<file path="src/rtl/relay_pulse_sequencer.sv">
// Queues per-channel latching-relay direction requests and round-robins them onto the coil drivers, one coil at a time.
// Coil drive starts 2 cycles after an accepted request when idle; req_ready is always high outside reset, and repeat requests overwrite the queued direction.
module relay_pulse_sequencer #(
  parameter int NUM_RELAYS      = 4,
  parameter int PULSE_CYCLES    = 2500000,
  parameter int DEADTIME_CYCLES = 250000,
  parameter int CNT_WIDTH       = 22,
  // One extra index bit so out-of-range channel numbers can be presented and dropped
  parameter int CH_W            = $clog2(NUM_RELAYS) + 1
) (
  input  logic                  sys_clk,
  input  logic                  rst,
  input  logic                  req_valid,
  output logic                  req_ready,
  input  logic [CH_W-1:0]       req_channel,
  input  logic                  req_dir,
  output logic [NUM_RELAYS-1:0] relay_a,
  output logic [NUM_RELAYS-1:0] relay_b,
  output logic [NUM_RELAYS-1:0] relay_state,
  output logic [NUM_RELAYS-1:0] relay_known,
  output logic                  busy,
  output logic                  done
);

  localparam int PTR_W = $clog2(NUM_RELAYS);

  typedef enum logic [1:0] {
    S_IDLE  = 2'd0,
    S_PULSE = 2'd1,
    S_DEAD  = 2'd2
  } state_t;

  state_t                state_q, state_d;
  logic [CNT_WIDTH-1:0]  timer_q, timer_d;
  logic [PTR_W-1:0]      rr_ptr_q, rr_ptr_d;
  logic [PTR_W-1:0]      cur_ch_q, cur_ch_d;
  logic                  cur_dir_q, cur_dir_d;
  logic [NUM_RELAYS-1:0] pending_q, pending_d;
  logic [NUM_RELAYS-1:0] pend_dir_q, pend_dir_d;
  logic [NUM_RELAYS-1:0] relay_a_q, relay_a_d;
  logic [NUM_RELAYS-1:0] relay_b_q, relay_b_d;
  logic [NUM_RELAYS-1:0] relay_state_q, relay_state_d;
  logic [NUM_RELAYS-1:0] relay_known_q, relay_known_d;
  logic                  done_q, done_d;
  logic                  req_ready_q, req_ready_d;

  logic                  acc_vld;
  logic [PTR_W-1:0]      acc_ch;
  logic                  win_vld;
  logic [PTR_W-1:0]      win_idx;
  logic [PTR_W-1:0]      scan_idx;
  logic                  win_skip;
  logic                  pulse_end;
  logic                  skip_done;

  assign acc_vld = req_valid && req_ready_q && (int'(req_channel) < NUM_RELAYS);
  assign acc_ch  = req_channel[PTR_W-1:0];

  // Rotating priority scan starting at rr_ptr; only the registered pending vector takes part.
  always_comb begin
    win_vld  = 1'b0;
    win_idx  = '0;
    scan_idx = '0;
    for (int i = 0; i < NUM_RELAYS; i++) begin
      scan_idx = PTR_W'((int'(rr_ptr_q) + i) % NUM_RELAYS);
      if (!win_vld && pending_q[scan_idx]) begin
        win_vld = 1'b1;
        win_idx = scan_idx;
      end
    end
  end

  assign win_skip = relay_known_q[win_idx] && (relay_state_q[win_idx] == pend_dir_q[win_idx]);

  always_ff @(posedge sys_clk) begin
    if (rst) begin
      state_q       <= S_IDLE;
      timer_q       <= '0;
      rr_ptr_q      <= '0;
      cur_ch_q      <= '0;
      cur_dir_q     <= 1'b0;
      pending_q     <= '0;
      pend_dir_q    <= '0;
      relay_a_q     <= '0;
      relay_b_q     <= '0;
      relay_state_q <= '0;
      relay_known_q <= '0;
      done_q        <= 1'b0;
      req_ready_q   <= 1'b0;
    end else begin
      state_q       <= state_d;
      timer_q       <= timer_d;
      rr_ptr_q      <= rr_ptr_d;
      cur_ch_q      <= cur_ch_d;
      cur_dir_q     <= cur_dir_d;
      pending_q     <= pending_d;
      pend_dir_q    <= pend_dir_d;
      relay_a_q     <= relay_a_d;
      relay_b_q     <= relay_b_d;
      relay_state_q <= relay_state_d;
      relay_known_q <= relay_known_d;
      done_q        <= done_d;
      req_ready_q   <= req_ready_d;
    end
  end

  always_comb begin
    state_d    = state_q;
    timer_d    = timer_q;
    rr_ptr_d   = rr_ptr_q;
    cur_ch_d   = cur_ch_q;
    cur_dir_d  = cur_dir_q;
    pending_d  = pending_q;
    pend_dir_d = pend_dir_q;
    pulse_end  = 1'b0;
    skip_done  = 1'b0;
    case (state_q)
      S_IDLE: begin
        if (win_vld) begin
          pending_d[win_idx] = 1'b0;
          rr_ptr_d           = PTR_W'((int'(win_idx) + 1) % NUM_RELAYS);
          if (win_skip) begin
            skip_done = 1'b1;
          end else begin
            cur_ch_d  = win_idx;
            cur_dir_d = pend_dir_q[win_idx];
            timer_d   = CNT_WIDTH'(PULSE_CYCLES - 1);
            state_d   = S_PULSE;
          end
        end
      end
      S_PULSE: begin
        if (timer_q == '0) begin
          pulse_end = 1'b1;
          timer_d   = CNT_WIDTH'(DEADTIME_CYCLES - 1);
          state_d   = S_DEAD;
        end else begin
          timer_d = timer_q - CNT_WIDTH'(1);
        end
      end
      S_DEAD: begin
        if (timer_q == '0) begin
          state_d = S_IDLE;
        end else begin
          timer_d = timer_q - CNT_WIDTH'(1);
        end
      end
      default: state_d = S_IDLE;
    endcase
    // Applied after the winner clear so a same-cycle request to the winning channel stays queued.
    if (acc_vld) begin
      pending_d[acc_ch]  = 1'b1;
      pend_dir_d[acc_ch] = req_dir;
    end
  end

  always_comb begin
    relay_a_d     = '0;
    relay_b_d     = '0;
    relay_state_d = relay_state_q;
    relay_known_d = relay_known_q;
    req_ready_d   = 1'b1;
    done_d        = pulse_end || skip_done;
    if (state_d == S_PULSE) begin
      relay_a_d[cur_ch_d] = cur_dir_d;
      relay_b_d[cur_ch_d] = !cur_dir_d;
    end
    if (pulse_end) begin
      relay_state_d[cur_ch_q] = cur_dir_q;
      relay_known_d[cur_ch_q] = 1'b1;
    end
  end

  assign req_ready   = req_ready_q;
  assign relay_a     = relay_a_q;
  assign relay_b     = relay_b_q;
  assign relay_state = relay_state_q;
  assign relay_known = relay_known_q;
  assign done        = done_q;
  assign busy        = (state_q != S_IDLE) || (|pending_q);

endmodule

</file>
<file path="config.mk">
export PLATFORM = sky130hd
export DESIGN_NAME = relay_pulse_sequencer
export DESIGN_NICKNAME = d
export VERILOG_FILES = /design/src/rtl/relay_pulse_sequencer.sv
export SDC_FILE = /design/constraint.sdc
export NUM_CORES = 1
export LEC_CHECK = 0
export CORE_ASPECT_RATIO = 0.75
export CORE_MARGIN = 2
export CORE_UTILIZATION = 43
export CTS_CLUSTER_SIZE = 10
export DETAILED_ROUTE_END_ITERATION = 10
export GPL_ROUTABILITY_DRIVEN = 1
export SETUP_SLACK_MARGIN = 0.4
export SLEW_MARGIN = 20
export SYNTH_ARGS = -nofsm -noshare
export SYNTH_HDL_FRONTEND = slang
export SYNTH_SLANG_ARGS = --single-unit
</file>
<file path="constraint.sdc">
create_clock -name sys_clk -period 3.8 [get_ports sys_clk]
set_input_delay 1.14 -clock sys_clk [delete_from_list [all_inputs] [get_ports sys_clk]]
set_output_delay 1.14 -clock sys_clk [all_outputs]
set_load 0.03 [all_outputs]
</file>
==> metrics.md <==
| Metric | Value |
|---|---|
| Status | `completed` |
| Comb pwr share | `30.8%` |
| Cell family with most CP delay | `buffers and inverters` |
| Worst path bufs/invs | `2` |
| Layout area overhead | `13.45%` |
| Die area | `~8000 um2` |
| PwrDens | `434.3 nW/um2` |
| Num rows | `26` |
| CTS sink cnt | `55` |
| Mapped Nets | `406` |
| Storage cell area | `about 1100 um2` |
| Worst setup SP type | `flip-flop` |
| Ratio of cells with drive above 1 in the final layout | `around 8.1%` |
| # port buffers | `25` |
| Post-CTS Setup Repair Bufs | `0` |
| Clock Skews | `around 0.012 ns` |
| Drt total wl | `7.858 mm` |
| Slowest stage delay, CP | `0.70 ns` |
| Final min period | `3.150 ns` |
| Total power | `roughly 0.0015 W` |
| Final nets | `423` |
| Core area | `6897 um2` |
| Via/cell ratio | `approximately 5.6` |
| Sw Ratio | `36.79%` |
| Clock Tree Root | `clkbuf_8` |
| Final Cycle Share | `82.89%` |
| Synthesized area | `approximately 3100 um2` |
| Clk slew on worst S/H paths | `~0.11 ns` |
| Area of the multi-input gates | `1834 um2` |
| DRT antenna net count | `0` |
| Fin. Hold Viols | `0` |
| LEAKAGE | `1.265 nW` |
| Type of destination of the critical path | `output port` |
| Wire length per cell | `approximately 16 um` |
| IO Count | `26` |
| Vias in the first global route | `2,601` |
| Mean post-synth cell area | `~8.0 um2` |
| First-pass GRT wire length | `approximately 13 mm` |
| Netlist cell types | `58` |
| Worst hold path type | `reg2reg` |
| Tightest Pin Transition | `0.6104 ns` |
| Cell count after synthesis | `390` |
| GRT Total Usage | `21.06%` |
| Critical path's slowest cell | `clkdlybuf4s50_1` |
| First-pass DRT Iterations | `4` |
| RSZ-0062 raised after global routing | `no` |
| Total grt overflow | `0` |
| Max-cap violations | `0` |
| Initial Util | `roughly 45%` |
| Total internal power | `0.0009677 W` |
| DIE WIDTH | `around 100 um` |
| Vias | `2,855` |
| Reg power frac | `42.1%` |
| # setup viols final | `0` |
| Peak VDD IR | `161.9 uV` |
| Fmax | `between 300 and 400 MHz` |
| Initial antenna violation count | `0` |
| Net Switching | `between 0.0005 and 0.0006 W` |
| Clk buf depth | `2` |
| CP arrival | `~2.0 ns` |
| N_diodes | `0` |
| Chip Height | `77.61 um` |
| Synth Register Bits | `55` |
| YS warnings | `0` |
| Post-DP HPWL | `5.559 mm` |
| # hold bufs at CTS | `0` |
| Worst EP required | `2.66 ns` |
| Total number of H-tree levels | `2` |
| Setup total negative slack | `0 ns` |
| Routability cong. | `0.8838` |
| Worst setup path class | `reg2out` |
| Layout fillers | `670` |
| Relative slew slack | `between 50% and 60%` |
| Critical-path cell list | `inv_1, ha_1, nand2_1, clkdlybuf4s50_1` |
| Largest net degree at the start of global routing | `28` |
| Post-synthesis sequential area ratio | `approximately 35%` |
| Starting DRT DRC Count | `184` |
| DRC viols | `0` |
| Skew-Pair Late Insertion Delay | `0.33 ns` |
| Slew Limit Fails | `0` |
| CP max FO | `8` |
| CTS tree | `yes` |
| Finished Core Util | `51.11%` |
| Clock share of power | `27.1%` |
| TritonCTS buffer count | `5` |
==> timing repair <==
action,CTS,global route
endpoints found under the hold margin,0,0
resized for setup,0,3
endpoints found under the setup margin,0,5
==> cells in the final DEF, fill, tap and decap left out, types with 2 or more instances in the layout <==
master / instances
nand3_1: 21
dfxtp_1: 55
and3_1: 5
clkbuf_8: 5
buf_4: 5
nor2_1: 57
o311ai_0: 9
o21ai_0: 18
and2_1: 4
nor4_1: 5
o31ai_1: 15
o41ai_1: 5
clkdlybuf4s50_1: 25
nor3b_1: 5
mux2_2: 2
ha_1: 9
nand2b_1: 4
nand2_1: 39
or4_1: 2
o22ai_1: 2
nand3b_1: 2
mux2i_1: 9
a211oi_2: 2
nor3_1: 15
o211ai_1: 2
a211oi_1: 4
inv_1: 16
or3_1: 4
a21boi_0: 2
a21oi_1: 29
o221a_1: 2
==> final cells by class <==
class,count,area share [%]
Clock inverter,3,1.313
Inverter,17,1.810
Tap cell,98,3.479
Timing Repair Buffer,30,8.165
Sequential cell,55,31.24
Multi-Input combinational cell,298,52.04
Clock buffer,5,1.952
==> registers in the layout, indices dropped and copies added (netlist names) <==
| register | count |
|---|---|
| pending_q | 4 |
| relay_b | 4 |
| cur_ch_q | 2 |
| state_q | 2 |
| relay_state | 4 |
| relay_a | 4 |
| rr_ptr_q | 2 |
| relay_known | 4 |
| done | 1 |
| pend_dir_q | 4 |
| req_ready | 1 |
| cur_dir_q | 1 |
| timer_q | 22 |
==> power by group through the flow <==
stage	Sequential (W)	Combinational, W	Clock [W]
detailed placement	0.000656	0.000455	0
finish	0.000645	0.000471	0.000415
global placement	0.000656	0.000458	0
floorplan	0.000653	0.000362	0
global route	0.000650	0.000526	0.000443
CTS	0.000643	0.000458	0.000424
==> kinds of logic after synthesis <==
logic type	synth area share (%)
DFF	35.44
adders and majority gates	3.625
muxes	3.625
buffers and inverters	6.001
and+or+nand+nor	28.43
AOI/OAI and AO/OA	22.88
==> per-stage QoR <==
stage / std cells / cell area [um2] / hold WS [ns] / setup WS [ns]
after floorplan: 390 / 3107 / 0.4329 / 1.096
after global placement: 498 / 3395 / 0.4659 / 0.7050
after detailed placement: 498 / 3395 / 0.4686 / 0.5069
after CTS: 506 / 3510 / 0.4905 / 0.4981
after global routing: 506 / 3525 / 0.5068 / 0.4400
final: 506 / 3525 / 0.4833 / 0.6503
==> metal layers <==
metal  track usage, %  vias to the layer above  wire length, um
li1                 -                     1439                -
met1            33.69                     1329             4177
met2            28.03                       80             3091
met3            3.514                        7              492
met4            6.667                        0               96
met5                0                        -                0
==> worst reg2reg max path, cell delays in order (launching register included) <==
cell and delay (ns):
dfxtp_1 0.35, inv_1 0.09, ha_1 0.23, or4b_2 0.68, nor4_4 0.23, and4b_2 0.37, o21a_2 0.31, nand2b_4 0.27
nor2_1 0.06, o311ai_0 0.31, o31ai_1 0.13
==> final timing paths <==
path / startpoint / end / slack, ns / cells after the start
setup / recovery: state_q[1] / busy / 0.65 / 4
hold / removal: timer_q[9] / timer_q[9] / 0.48 / 2
setup reg to reg: timer_q[0] / timer_q[11] / 0.67 / 10
hold reg to reg: timer_q[9] / timer_q[9] / 0.48 / 2
==> cell usage after synthesis, drive strengths merged <==
cell	n	area, um2
buf	10	85.08
o221a	2	22.52
a221o	1	10.01
or4	3	26.27
a21o	1	7.510
and4b	1	10.01
o41ai	5	43.79
and3	5	31.28
nand2	41	172.7
or3	4	25.02
o311ai	9	78.83
a211o	1	8.760
nand3	22	115.1
or2	2	12.52
o22ai	2	12.51
o31a	1	8.760
mux2	2	22.52
nand3b	2	15.01
clkbuf	10	37.54
nand2b	5	33.78
or4b	1	10.01
o211ai	2	15.01
o31ai	16	133.9
nor2b	1	6.260
a22oi	1	7.510
inv	17	63.81
o21ai	18	90.09
nor3b	5	37.54
mux2i	9	90.09
and2	4	25.02
a211oi	7	75.07
nor2	57	214.0
and2b	2	17.52
o21a	1	8.760
dfxtp	55	1101
a21boi	2	15.01
o211a	1	10.01
nor4	7	56.30
nor3	15	75.07
a21oi	30	153.9
o221ai	1	8.760
ha	9	112.6
Power figures use the tool's default switching activity.
